--- config.mk ---
export PLATFORM = sky130hd
export DESIGN_NAME = bpsk_soft_demapper
export DESIGN_NICKNAME = d
export VERILOG_FILES = /design/src/rtl/nr_pucch_pkg.sv /design/src/rtl/pipe_reg_stage.sv /design/src/rtl/bpsk_soft_demapper.sv
export SDC_FILE = /design/constraint.sdc
export NUM_CORES = 1
export LEC_CHECK = 0
export ABC_AREA = 1
export ABC_CLOCK_PERIOD_IN_PS = 4500
export CORE_UTILIZATION = 40
export CTS_BUF_LIST = sky130_fd_sc_hd__clkbuf_2 sky130_fd_sc_hd__clkbuf_4 sky130_fd_sc_hd__clkbuf_8
export CTS_CLUSTER_DIAMETER = 100
export DETAILED_ROUTE_END_ITERATION = 6
export SYNTH_ARGS = -nofsm -noshare
export SYNTH_HDL_FRONTEND = slang
export SYNTH_SLANG_ARGS = --single-unit
--- constraint.sdc ---
create_clock -name i_clk -period 4.5 [get_ports i_clk]
set_input_delay 0.9 -clock i_clk [delete_from_list [all_inputs] [get_ports i_clk]]
set_output_delay 0.9 -clock i_clk [all_outputs]
set_load 0.01 [all_outputs]
--- src/rtl/nr_pucch_pkg.sv ---
// ---------------------------------------------------------------------------
// nr_pucch_pkg
// Shared PUCCH definitions used by the BPSK soft demapper.
//   IQ_W        sample width of the equalised re/im components (sfix16 Q1.15)
//   SUM_W       width of re+im, one guard bit so the sum can never overflow
//   BPSK_AMP    constellation amplitude for b=0 (+1/sqrt(2) in Q1.15)
//   BPSK_AMP_N  constellation amplitude for b=1 (-1/sqrt(2) in Q1.15)
//   iq_t        one complex sample
//   s1_t        payload held by the first pipeline stage
//   llr_sat_t   result of the LLR scaling/saturation helper
//   sat_llr()   round, shift and symmetrically clip a sum to a w-bit LLR
// ---------------------------------------------------------------------------
package nr_pucch_pkg;

    localparam int IQ_W    = 16;
    localparam int SUM_W   = IQ_W + 1;
    localparam int SHIFT_W = 3;

    localparam logic [IQ_W-1:0] BPSK_AMP   = 16'h5A82;
    localparam logic [IQ_W-1:0] BPSK_AMP_N = 16'hA57E;

    typedef struct packed {
        logic signed [IQ_W-1:0] re;
        logic signed [IQ_W-1:0] im;
    } iq_t;

    typedef struct packed {
        logic signed [SUM_W-1:0] sum;
        logic [SHIFT_W-1:0]      shift;
    } s1_t;

    typedef struct packed {
        logic                    sat;
        logic signed [SUM_W-1:0] val;
    } llr_sat_t;

    // Round-half-up arithmetic right shift of sum, then clip to
    // +/-(2^(w-1)-1). The most negative w-bit code is never produced, so the
    // LLR range is symmetric around zero. Valid for 2 <= w <= SUM_W.
    function automatic llr_sat_t sat_llr(
        input logic signed [SUM_W-1:0] sum,
        input logic [SHIFT_W-1:0]      shift,
        input int                      w
    );
        int       s_v;
        int       rnd_v;
        int       t_v;
        int       lim_v;
        llr_sat_t res_v;
        s_v   = int'(sum);
        rnd_v = (shift == 3'd0) ? 32'sd0 : (32'sd1 <<< (int'(shift) - 32'sd1));
        t_v   = (s_v + rnd_v) >>> shift;
        lim_v = (32'sd1 <<< (w - 32'sd1)) - 32'sd1;
        if (t_v > lim_v) begin
            res_v.sat = 1'b1;
            t_v       = lim_v;
        end else if (t_v < -lim_v) begin
            res_v.sat = 1'b1;
            t_v       = -lim_v;
        end else begin
            res_v.sat = 1'b0;
        end
        res_v.val = t_v[SUM_W-1:0];
        return res_v;
    endfunction

endpackage

--- src/rtl/pipe_reg_stage.sv ---
// ---------------------------------------------------------------------------
// pipe_reg_stage
// One valid/ready register slice. The slice accepts a new word whenever it
// is empty or its current word leaves this cycle, which gives full
// throughput with a single register and a combinational ready path back
// towards the producer. Payload and valid are both registered.
// Ports:
//   clk       clock
//   rst_n     synchronous reset, active-low (clears valid and payload)
//   up_valid  producer has a word
//   up_ready  slice can take a word this cycle
//   up_data   producer payload, W bits
//   dn_valid  slice holds a word
//   dn_ready  consumer takes the word this cycle
//   dn_data   registered payload, W bits
// ---------------------------------------------------------------------------
module pipe_reg_stage #(
    parameter int W = 8
) (
    input  logic         clk,
    input  logic         rst_n,
    input  logic         up_valid,
    output logic         up_ready,
    input  logic [W-1:0] up_data,
    output logic         dn_valid,
    input  logic         dn_ready,
    output logic [W-1:0] dn_data
);

    logic         valid_r;
    logic [W-1:0] data_r;

    assign up_ready = !valid_r || dn_ready;
    assign dn_valid = valid_r;
    assign dn_data  = data_r;

    // Slice register: reload when free or draining, otherwise hold the word
    // so the consumer sees a stable payload while it stalls.
    always_ff @(posedge clk) begin
        if (!rst_n) begin
            valid_r <= 1'b0;
            data_r  <= '0;
        end else if (up_ready) begin
            valid_r <= up_valid;
            if (up_valid) begin
                data_r <= up_data;
            end
        end
    end

endmodule

--- src/rtl/bpsk_soft_demapper.sv ---
// ---------------------------------------------------------------------------
// bpsk_soft_demapper
// Streaming soft demapper for the PUCCH BPSK constellation
// b=0 -> (+A,+A), b=1 -> (-A,-A). Projecting a sample on the (1,1) axis
// gives re+im, which is the LLR up to scale: positive favours b=0.
// Stage 1 registers the 17-bit sum with its shift amount, stage 2 registers
// the scaled/saturated LLR, hard bit and clip flag. A beat counter tags the
// last beat of every frame as beats leave the block.
// Ports:
//   i_clk        clock
//   i_rst_n      synchronous reset, active-low
//   i_valid      input sample valid
//   o_ready      a sample can be accepted this cycle
//   i_re, i_im   sfix16 equalised sample
//   i_llr_shift  right shift applied to re+im before saturation
//   i_frame_len  beats per frame (0 behaves as 1)
//   o_valid      output beat valid
//   i_ready      downstream accepts the beat
//   o_llr        signed LLR, symmetric saturation to LLR_W bits
//   o_bit        hard decision (1 iff re+im < 0)
//   o_sat        o_llr was clipped
//   o_last       beat is the last of its frame
// ---------------------------------------------------------------------------
import nr_pucch_pkg::*;

module bpsk_soft_demapper #(
    parameter int LLR_W   = 8,
    parameter int FRAME_W = 8
) (
    input  logic                    i_clk,
    input  logic                    i_rst_n,
    input  logic                    i_valid,
    output logic                    o_ready,
    input  logic [IQ_W-1:0]         i_re,
    input  logic [IQ_W-1:0]         i_im,
    input  logic [SHIFT_W-1:0]      i_llr_shift,
    input  logic [FRAME_W-1:0]      i_frame_len,
    output logic                    o_valid,
    input  logic                    i_ready,
    output logic signed [LLR_W-1:0] o_llr,
    output logic                    o_bit,
    output logic                    o_sat,
    output logic                    o_last
);

    localparam int S1_W = SUM_W + SHIFT_W;
    localparam int S2_W = LLR_W + 2;

    iq_t                     iq_s;
    s1_t                     s1_in_s;
    s1_t                     s1_out_s;
    logic [S1_W-1:0]         s1_bits_s;
    logic                    s1_valid_s;
    logic                    s2_ready_s;
    llr_sat_t                llr_res_s;
    logic signed [LLR_W-1:0] llr_s;
    logic                    bit_s;
    logic [S2_W-1:0]         s2_in_s;
    logic [S2_W-1:0]         s2_out_s;

    logic [FRAME_W-1:0]      cnt_r;
    logic [FRAME_W-1:0]      len_r;
    logic [FRAME_W-1:0]      eff_len_s;
    logic [FRAME_W-1:0]      cur_len_s;
    logic                    hit_last_s;
    logic                    out_xfer_s;

    assign iq_s.re = i_re;
    assign iq_s.im = i_im;

    // Stage-1 payload: both components sign-extended to 17 bits before the
    // add, so the sum of two full-scale values cannot wrap.
    always_comb begin
        s1_in_s.sum   = {iq_s.re[IQ_W-1], iq_s.re} + {iq_s.im[IQ_W-1], iq_s.im};
        s1_in_s.shift = i_llr_shift;
    end

    pipe_reg_stage #(
        .W (S1_W)
    ) u_stage1 (
        .clk      (i_clk),
        .rst_n    (i_rst_n),
        .up_valid (i_valid),
        .up_ready (o_ready),
        .up_data  (s1_in_s),
        .dn_valid (s1_valid_s),
        .dn_ready (s2_ready_s),
        .dn_data  (s1_bits_s)
    );

    assign s1_out_s = s1_bits_s;

    // Stage-2 payload: scaled/clipped LLR, sign of the sum as hard bit and
    // the clip flag. A zero sum yields bit 0 and LLR 0 naturally.
    always_comb begin
        llr_res_s = sat_llr(s1_out_s.sum, s1_out_s.shift, LLR_W);
        llr_s     = LLR_W'(llr_res_s.val);
        bit_s     = s1_out_s.sum[SUM_W-1];
        s2_in_s   = {llr_s, bit_s, llr_res_s.sat};
    end

    pipe_reg_stage #(
        .W (S2_W)
    ) u_stage2 (
        .clk      (i_clk),
        .rst_n    (i_rst_n),
        .up_valid (s1_valid_s),
        .up_ready (s2_ready_s),
        .up_data  (s2_in_s),
        .dn_valid (o_valid),
        .dn_ready (i_ready),
        .dn_data  (s2_out_s)
    );

    assign o_llr = s2_out_s[S2_W-1:2];
    assign o_bit = s2_out_s[1];
    assign o_sat = s2_out_s[0];

    // Frame length for the beat at the head of the output: a new frame uses
    // the live length (it is latched as that beat leaves), later beats use
    // the latched copy so mid-frame changes only affect the next frame.
    always_comb begin
        if (i_frame_len == {FRAME_W{1'b0}}) begin
            eff_len_s = FRAME_W'(1'b1);
        end else begin
            eff_len_s = i_frame_len;
        end
        if (cnt_r == {FRAME_W{1'b0}}) begin
            cur_len_s = eff_len_s;
        end else begin
            cur_len_s = len_r;
        end
        hit_last_s = (cnt_r == (cur_len_s - FRAME_W'(1'b1)));
    end

    assign out_xfer_s = o_valid && i_ready;
    assign o_last     = o_valid && hit_last_s;

    // Beat counter: moves only when a beat actually leaves, wraps after the
    // last beat of a frame, and latches the frame length on the first beat.
    always_ff @(posedge i_clk) begin
        if (!i_rst_n) begin
            cnt_r <= {FRAME_W{1'b0}};
            len_r <= {FRAME_W{1'b0}};
        end else if (out_xfer_s) begin
            if (cnt_r == {FRAME_W{1'b0}}) begin
                len_r <= eff_len_s;
            end
            if (hit_last_s) begin
                cnt_r <= {FRAME_W{1'b0}};
            end else begin
                cnt_r <= cnt_r + FRAME_W'(1'b1);
            end
        end
    end

endmodule
# Word level (Yosys, flattened, before mapping)
# Index checks and enable logic that the tools add are counted.
[classes] add_sub_neg=5 multipliers=0 div_mod_pow=0 order_cmp=2 n_eq_ne=1 shift=2 n_mux=8 n_bitwise=0 reduce_logical=11
[ops] cell="two-way mux 8 bit" count=5
[ops] cell="adder 17 x 32 -> 32 bit" count=1
[ops] cell="greater-than comparator 32 x 8 -> 1 bit, second input constant" count=1
[ops] cell="less-than comparator 32 x 8 -> 1 bit, second input constant" count=1
[ops] cell="two-way mux 32 bit" count=1
[ops] cell="<<< shifter 2 x 32 -> 32 bit, first input constant" count=1
[ops] cell=">>> shifter 32 x 3 -> 32 bit" count=1
[ops] cell="adder 16 x 16 -> 17 bit" count=1
[ops] cell="zero test 8 bit" count=2
[ops] cell="adder 8 x 1 -> 8 bit, second input constant" count=1
[ops] cell="== test 8 bit" count=1
[ops] cell="subtractor 8 x 1 -> 8 bit, second input constant" count=1
[ops] cell="AND reduction 2 bit" count=2
[ops] cell="subtractor 3 x 1 -> 4 bit, second input constant" count=1
[ops] cell="zero test 3 bit" count=1
[ops] cell="logical AND 1 bit" count=2
[ops] cell="zero test 1 bit" count=2
[ops] cell="logical OR 1 bit" count=2
[ops] cell="two-way mux 1 bit" count=2
[totals] register_bits=48 latch_bits=0 mem_bits_rw=0 mem_bits_ro=0 out_inout_bits=13 wordCells=35 mem_count=0

# Depth between registers and ports, before layout
[depth] ltp_word=8 ltp_mapped=35

# Modules after synthesis
# From an unflattened synthesis, not the netlist that was laid out.
[hier_totals] cells_unflattened=1382 area_unflattened_um2=7503.4
[modules_own_cells] mod="bpsk_soft_demapper" instances=1 cells_per_inst=1176 area_per_inst_um2=5967.0
[modules_own_cells] mod="pipe_reg_stage at u_stage1" instances=1 cells_per_inst=136 area_per_inst_um2=1036.0
[modules_own_cells] mod="pipe_reg_stage at u_stage2" instances=1 cells_per_inst=70 area_per_inst_um2=500.5

# Least setup slack after synthesis
# No wires, ideal clock.
[synth_timing] path_kind="reg-to-reg" startpoint="reg u_stage1.data_r[1] (netlist: u_stage1.dn_data[1])" endpoint="reg u_stage2.data_r[0] (netlist: u_stage2.dn_data[0])" t_arrival_ps=3972 t_required_ps=4368 setup_slack_ps=396 stages_incl_launch_ff=34 path_buffers=3 period_less_slack_ps=4104 path_cell_list="dfxtp_1 -> buf_2 -> clkinv_1 -> clkbuf_1 -> clkbuf_1 -> ha_1 -> xnor2_1 -> inv_1 -> nor2_1 -> ha_1 -> inv_1 -> fa_1 -> inv_1 -> nand3_1 -> nand2_1 -> nand3_1 -> nand3_1 -> nand2_1 -> nand2_1 -> nand2_1 -> nand3_1 -> nand2_1 -> nand2_1 -> nand3_1 -> nand2_1 -> nand2_1 -> nor2_1 -> nand2_1 -> nor2_1 -> nand3_2 -> nand2_2 -> nand2_1 -> nand2_1 -> a21oi_1"
[synth_via] elab_chain_cells=8 elab_cells_between_ends=10
[synth_lines] element="start: declaration" line_no="pipe_reg_stage.sv:31" rtl="logic [W-1:0] data_r;"
[synth_lines] element="start signal: assignment" line_no="pipe_reg_stage.sv:46" rtl="data_r <= up_data;"
[synth_lines] element="subtractor 3 x 1 -> 4 bit" line_no="nr_pucch_pkg.sv:51" rtl="rnd_v = (shift == 3'd0) ? 32'sd0 : (32'sd1 <<< (int'(shift) - 32'sd1));"
[synth_lines] element="<<< shifter 2 x 32 -> 32 bit" line_no="nr_pucch_pkg.sv:51"
[synth_lines] element="two-way mux 32 bit" line_no="nr_pucch_pkg.sv:51"
[synth_lines] element="adder 17 x 32 -> 32 bit" line_no="nr_pucch_pkg.sv:52" rtl="t_v = (s_v + rnd_v) >>> shift;"
[synth_lines] element=">>> shifter 32 x 3 -> 32 bit *" line_no="nr_pucch_pkg.sv:52"
[synth_lines] element="less-than comparator 32 x 8 -> 1 bit" line_no="nr_pucch_pkg.sv:57" rtl="end else if (t_v < -lim_v) begin"
[synth_lines] element="two-way mux 1 bit" line_no="nr_pucch_pkg.sv:57"
[synth_lines] element="two-way mux 1 bit *" line_no="nr_pucch_pkg.sv:54" rtl="if (t_v > lim_v) begin"
[synth_lines] element="end signal: assignment" line_no="pipe_reg_stage.sv:46"
[synth_lines] element="end: declaration" line_no="pipe_reg_stage.sv:31"
# Every way passes the cells marked *; elsewhere a longest branch is shown, timed or not.
# A chain may end at the register's enable or synchronous reset.

# Worst setup path in the final report
[layout_timing] startpoint="reg u_stage1.data_r[1] (netlist: u_stage1.dn_data[1])" endpoint="reg u_stage2.data_r[3] (netlist: u_stage2.dn_data[3])"
[layout_via] elab_chain_cells=8 elab_cells_between_ends=10
[layout_lines] element="subtractor 3 x 1 -> 4 bit" line_no="nr_pucch_pkg.sv:51"
[layout_lines] element="<<< shifter 2 x 32 -> 32 bit" line_no="nr_pucch_pkg.sv:51"
[layout_lines] element="two-way mux 32 bit" line_no="nr_pucch_pkg.sv:51"
[layout_lines] element="adder 17 x 32 -> 32 bit" line_no="nr_pucch_pkg.sv:52"
[layout_lines] element=">>> shifter 32 x 3 -> 32 bit *" line_no="nr_pucch_pkg.sv:52"
[layout_lines] element="less-than comparator 32 x 8 -> 1 bit" line_no="nr_pucch_pkg.sv:57"
[layout_lines] element="two-way mux 8 bit" line_no="nr_pucch_pkg.sv:57"
[layout_lines] element="two-way mux 8 bit *" line_no="nr_pucch_pkg.sv:54"
# Marks and branches as above.

==> summary.md <==
### Placed design
- **worst setup slack before clock tree synthesis** 0.0463 ns
- **number of buffers inserted by port buffering** 59
- **placed cell count** 1669
- **routability congestion estimate from global placement** 0.935
- **post-DP HPWL** 17.1 mm

### Power
- **power density relative to cell area** 216 nW/um^2
- **Max IR drop VDD** 120 uV
- **static leakage** 4.63 nW
- **total power draw** 0.00182 W

### STA
- **Highest Clock Rate** 250 MHz
- **unrepaired setup endpoints after global routing** no
- **post-layout min period** 4.01 ns
- **slew at the pin with the worst max-slew slack** 0.568 ns
- **aggregate negative setup slack** 0 ns
- **Tcrit/Tclk final** 0.891
- **number of hold violations in the final report** 0
- **Pins Over Slew Limit** 0
- **# setup viols final** 0
- **minimum setup slack in the final design** 0.493 ns
- **clock tree skew after final layout** 0.00848 ns
- **Relative slew margins** 0.620

### Clock tree
- **depth of the CTS H-tree** 2
- **number of buffers created by CTS** 5
- **CTS tree** yes
- **maximum root-to-sink buffer count** 2
- **CTS sink count** 48
- **worst skew pair latency** 0.31 ns
- **clock slew at the register clock pins of the worst setup and hold paths** 0.10 ns
- **clock root buffer** sky130_fd_sc_hd__clkbuf_8

### Route
- **total number of vias** 8322
- **total length of routed wires** 20.9 mm
- **average detailed-routed wire length per instance** 12.4 um
- **DRC** 0
- **first-pass iteration count of the detailed router** 5
- **DRT antenna net count** 0
- **post-detailed-route via-to-cell ratio** 4.95
- **1st-iter DRT viols** 506

### Yosys
- **post-synthesis area per instance** 5.31 um^2
- **number of synthesized register bits** 48
- **most frequently used flop master after synthesis** sky130_fd_sc_hd__dfxtp_1
- **fraction of synthesized cell area taken by the top area cell type** 0.230
- **cell count after synthesis** 1383
- **count of synthesis-stage warnings from yosys** 0
- **Post-Synthesis Cell Area** 7350 um^2
- **register area share after synthesis** 0.131
- **top area cells in the synthesized netlist** sky130_fd_sc_hd__nand2_1, sky130_fd_sc_hd__nand3_1, sky130_fd_sc_hd__dfxtp_1
- **most area-hungry cell type in the Yosys netlist** sky130_fd_sc_hd__nand2_1
- **fraction of registers with async set or reset after synthesis** 0
- **number of enable flip-flop cells after synthesis** 0
- **Netlist cell types** 46

### GRT
- **antenna violations before repair** 0
- **largest net degree at the start of global routing** 46
- **GRT Residual Overflow** 0
- **first-pass GRT wire length** 34.6 mm
- **number of global-route vias before repair** 7553
- **GRT Total Usage** 0.228

### Critical path
- **arrival time of the worst setup path** 4.20 ns
- **most frequent cell on the critical path** sky130_fd_sc_hd__nand2_1
- **required arrival time at the worst endpoint** 4.70 ns
- **internal reg-to-reg setup slack** 0.49 ns
- **launching point of the worst reg2reg path** u_stage1.dn_data[1]$_SDFFE_PN0P_
- **CP Launch Type** flip-flop
- **Critical R2R Capture** u_stage2.dn_data[3]$_SDFFE_PN0P_
- **peak per-stage delay on the critical path** 0.39 ns
- **worst-case reg-to-reg path depth** 28
- **Max stage delay cell, worst path** sky130_fd_sc_hd__fa_1
- **worst setup path category** flip-flop to flip-flop
- **CP Capture Type** flip-flop
- **maximum fanout along the worst path** 6

### Layout
- **ant diodes** 0
- **final core area utilization** 0.467
- **# nets final** 1551
- **layout overhead on the synthesized area** 14.3%
- **final instance count without filler cells** 1680
- **total area of sequential cells** 961 um^2
- **share of post-route cells with drive strength above 1** 0.0358
- **area taken by multi-input logic gates** 5540 um^2
- **Fill cells** 2054

### Floorplan
- **number of top-level pins** 60
- **die extent in x** 138 um
- **core box area** 18000 um^2
- **DIE AREA** 18900 um^2
- **placement row count** 49
- **Starting Density** 0.409
- **die extent in y** 138 um

### Worst hold path
- **Min-Delay Endpoint** u_stage2.dn_data[0]$_SDFFE_PN0P_
- **startpoint of the tightest hold check path** u_stage2.dn_data[0]$_SDFFE_PN0P_
- **Hold Path Depth** 2
- **class of the tightest hold or removal check** flip-flop to flip-flop

### Job
- **MaxCap Viol Count** 0

### Run status
- **outcome** finished, final reports clean

## cell usage in the layout (no fill, tap or decap), types with 4 or more instances in the layout
cell type	instances
sky130_fd_sc_hd__nor3_1	10
sky130_fd_sc_hd__nand4_1	12
sky130_fd_sc_hd__a21oi_1	62
sky130_fd_sc_hd__nor2_1	126
sky130_fd_sc_hd__conb_1	23
sky130_fd_sc_hd__buf_4	16
sky130_fd_sc_hd__o21bai_1	4
sky130_fd_sc_hd__nand3_2	4
sky130_fd_sc_hd__xor2_1	24
sky130_fd_sc_hd__o211ai_1	4
sky130_fd_sc_hd__ha_1	51
sky130_fd_sc_hd__nand2_1	449
sky130_fd_sc_hd__nand2_2	5
sky130_fd_sc_hd__clkdlybuf4s50_1	58
sky130_fd_sc_hd__o21ai_0	48
sky130_fd_sc_hd__clkbuf_8	6
sky130_fd_sc_hd__inv_1	208
sky130_fd_sc_hd__dfxtp_1	48
sky130_fd_sc_hd__nand3_1	243
sky130_fd_sc_hd__xnor2_1	4
sky130_fd_sc_hd__nand3b_1	8
## worst max-delay path, delay by kind of cell (launching register included)
family,cells,cell delay (ns)
and+or+nand+nor,18,1.79
adders and majority gates,3,0.84
buffers and inverters,4,0.42
DFF,1,0.34
AOI/OAI and AO/OA,2,0.33
xor gates and xnor gates,1,0.17
## per-stage QoR
stage               hold WS (ns)  instance area, um^2
floorplan                  0.462                 7430
global placement           0.457                 8240
detailed placement         0.459                 8240
CTS                        0.473                 8330
global route               0.508                 8400
finish                     0.471                 8400
## flip-flops by register name, indices dropped and copies added, names as in the netlist
register / flops
u_stage1.dn_valid: 1
u_stage1.dn_data: 20
u_stage2.dn_data: 10
u_stage2.dn_valid: 1
len_r: 8
cnt_r: 8
## power by group
group	switching, W	total, W	internal, W
Combinational	0.000668	0.00106	0.000392
Clock	0.000155	0.000281	0.000126
Sequential	0.0000213	0.000476	0.000454
## synthesized netlist by cell type, types with 2 or more instances
| master | number |
|---|---|
| sky130_fd_sc_hd__o21ai_1 | 2 |
| sky130_fd_sc_hd__buf_1 | 7 |
| sky130_fd_sc_hd__a21oi_2 | 2 |
| sky130_fd_sc_hd__dfxtp_1 | 48 |
| sky130_fd_sc_hd__nand2_2 | 5 |
| sky130_fd_sc_hd__buf_2 | 9 |
| sky130_fd_sc_hd__o21bai_1 | 4 |
| sky130_fd_sc_hd__xor2_1 | 24 |
| sky130_fd_sc_hd__nand3b_1 | 8 |
| sky130_fd_sc_hd__fa_1 | 2 |
| sky130_fd_sc_hd__nor3_1 | 11 |
| sky130_fd_sc_hd__nand4_2 | 2 |
| sky130_fd_sc_hd__nand3_1 | 243 |
| sky130_fd_sc_hd__nand2_1 | 450 |
| sky130_fd_sc_hd__nand3_2 | 4 |
| sky130_fd_sc_hd__o211ai_1 | 4 |
| sky130_fd_sc_hd__o21ai_0 | 48 |
| sky130_fd_sc_hd__a21oi_1 | 62 |
| sky130_fd_sc_hd__clkinv_1 | 3 |
| sky130_fd_sc_hd__inv_1 | 208 |
| sky130_fd_sc_hd__and3_1 | 2 |
| sky130_fd_sc_hd__clkbuf_1 | 17 |
| sky130_fd_sc_hd__buf_4 | 3 |
| sky130_fd_sc_hd__xnor2_1 | 5 |
| sky130_fd_sc_hd__nor2_1 | 126 |
| sky130_fd_sc_hd__ha_1 | 52 |
| sky130_fd_sc_hd__nand4_1 | 12 |
| sky130_fd_sc_hd__nor2_2 | 2 |
## metal layers
metal / track usage / share of wire
met5: 0 / 0
met4: 0.0678 / 0.023
met3: 0.0125 / 0.027
met2: 0.414 / 0.48
met1: 0.287 / 0.47
## area by class of cell
| class | count | area share |
|---|---|---|
| multi-input combinational | 1108 | 0.660 |
| sequential | 48 | 0.114 |
| inverter | 212 | 0.0948 |
| timing repair buffer | 75 | 0.0849 |
| tap | 229 | 0.0341 |
| clock buffer | 6 | 0.00984 |
| clock inverter | 2 | 0.00164 |
## how the worst max path moves through the flow
stage,start,to,slack [ns],cells after the start
final,u_stage1.dn_data[1]$_SDFFE_PN0P_,u_stage2.dn_data[3]$_SDFFE_PN0P_,0.49,28
after global routing,u_stage1.dn_data[1]$_SDFFE_PN0P_,u_stage2.dn_data[2]$_SDFFE_PN0P_,0.05,30
after CTS,i_frame_len[1],o_last,0.02,13
after detailed placement,i_frame_len[1],o_last,0.05,13
after global placement,i_frame_len[1],o_last,0.09,13
after floorplan,u_stage1.dn_data[1]$_SDFFE_PN0P_,u_stage2.dn_data[0]$_SDFFE_PN0P_,0.40,33
## kinds of logic after synthesis
family	Yosys count	synth area share
other cells	1	0.000510
fa+ha+maj	54	0.0940
compound gates	130	0.0964
simple gates	871	0.511
xor+xnor	29	0.0346
flops	48	0.131
mux	1	0.00136
buf+inv	249	0.131
## timing repair
| action | 4_1_cts | 5_1_grt |
|---|---|---|
| hold buffers | 0 | 0 |
| endpoints found under the setup margin | 0 | 9 |
| hold endpoints to repair | 0 | 0 |
| setup buffers | 0 | 3 |
| gates resized for setup | 0 | 8 |
(Power assumes the default switching activity.)
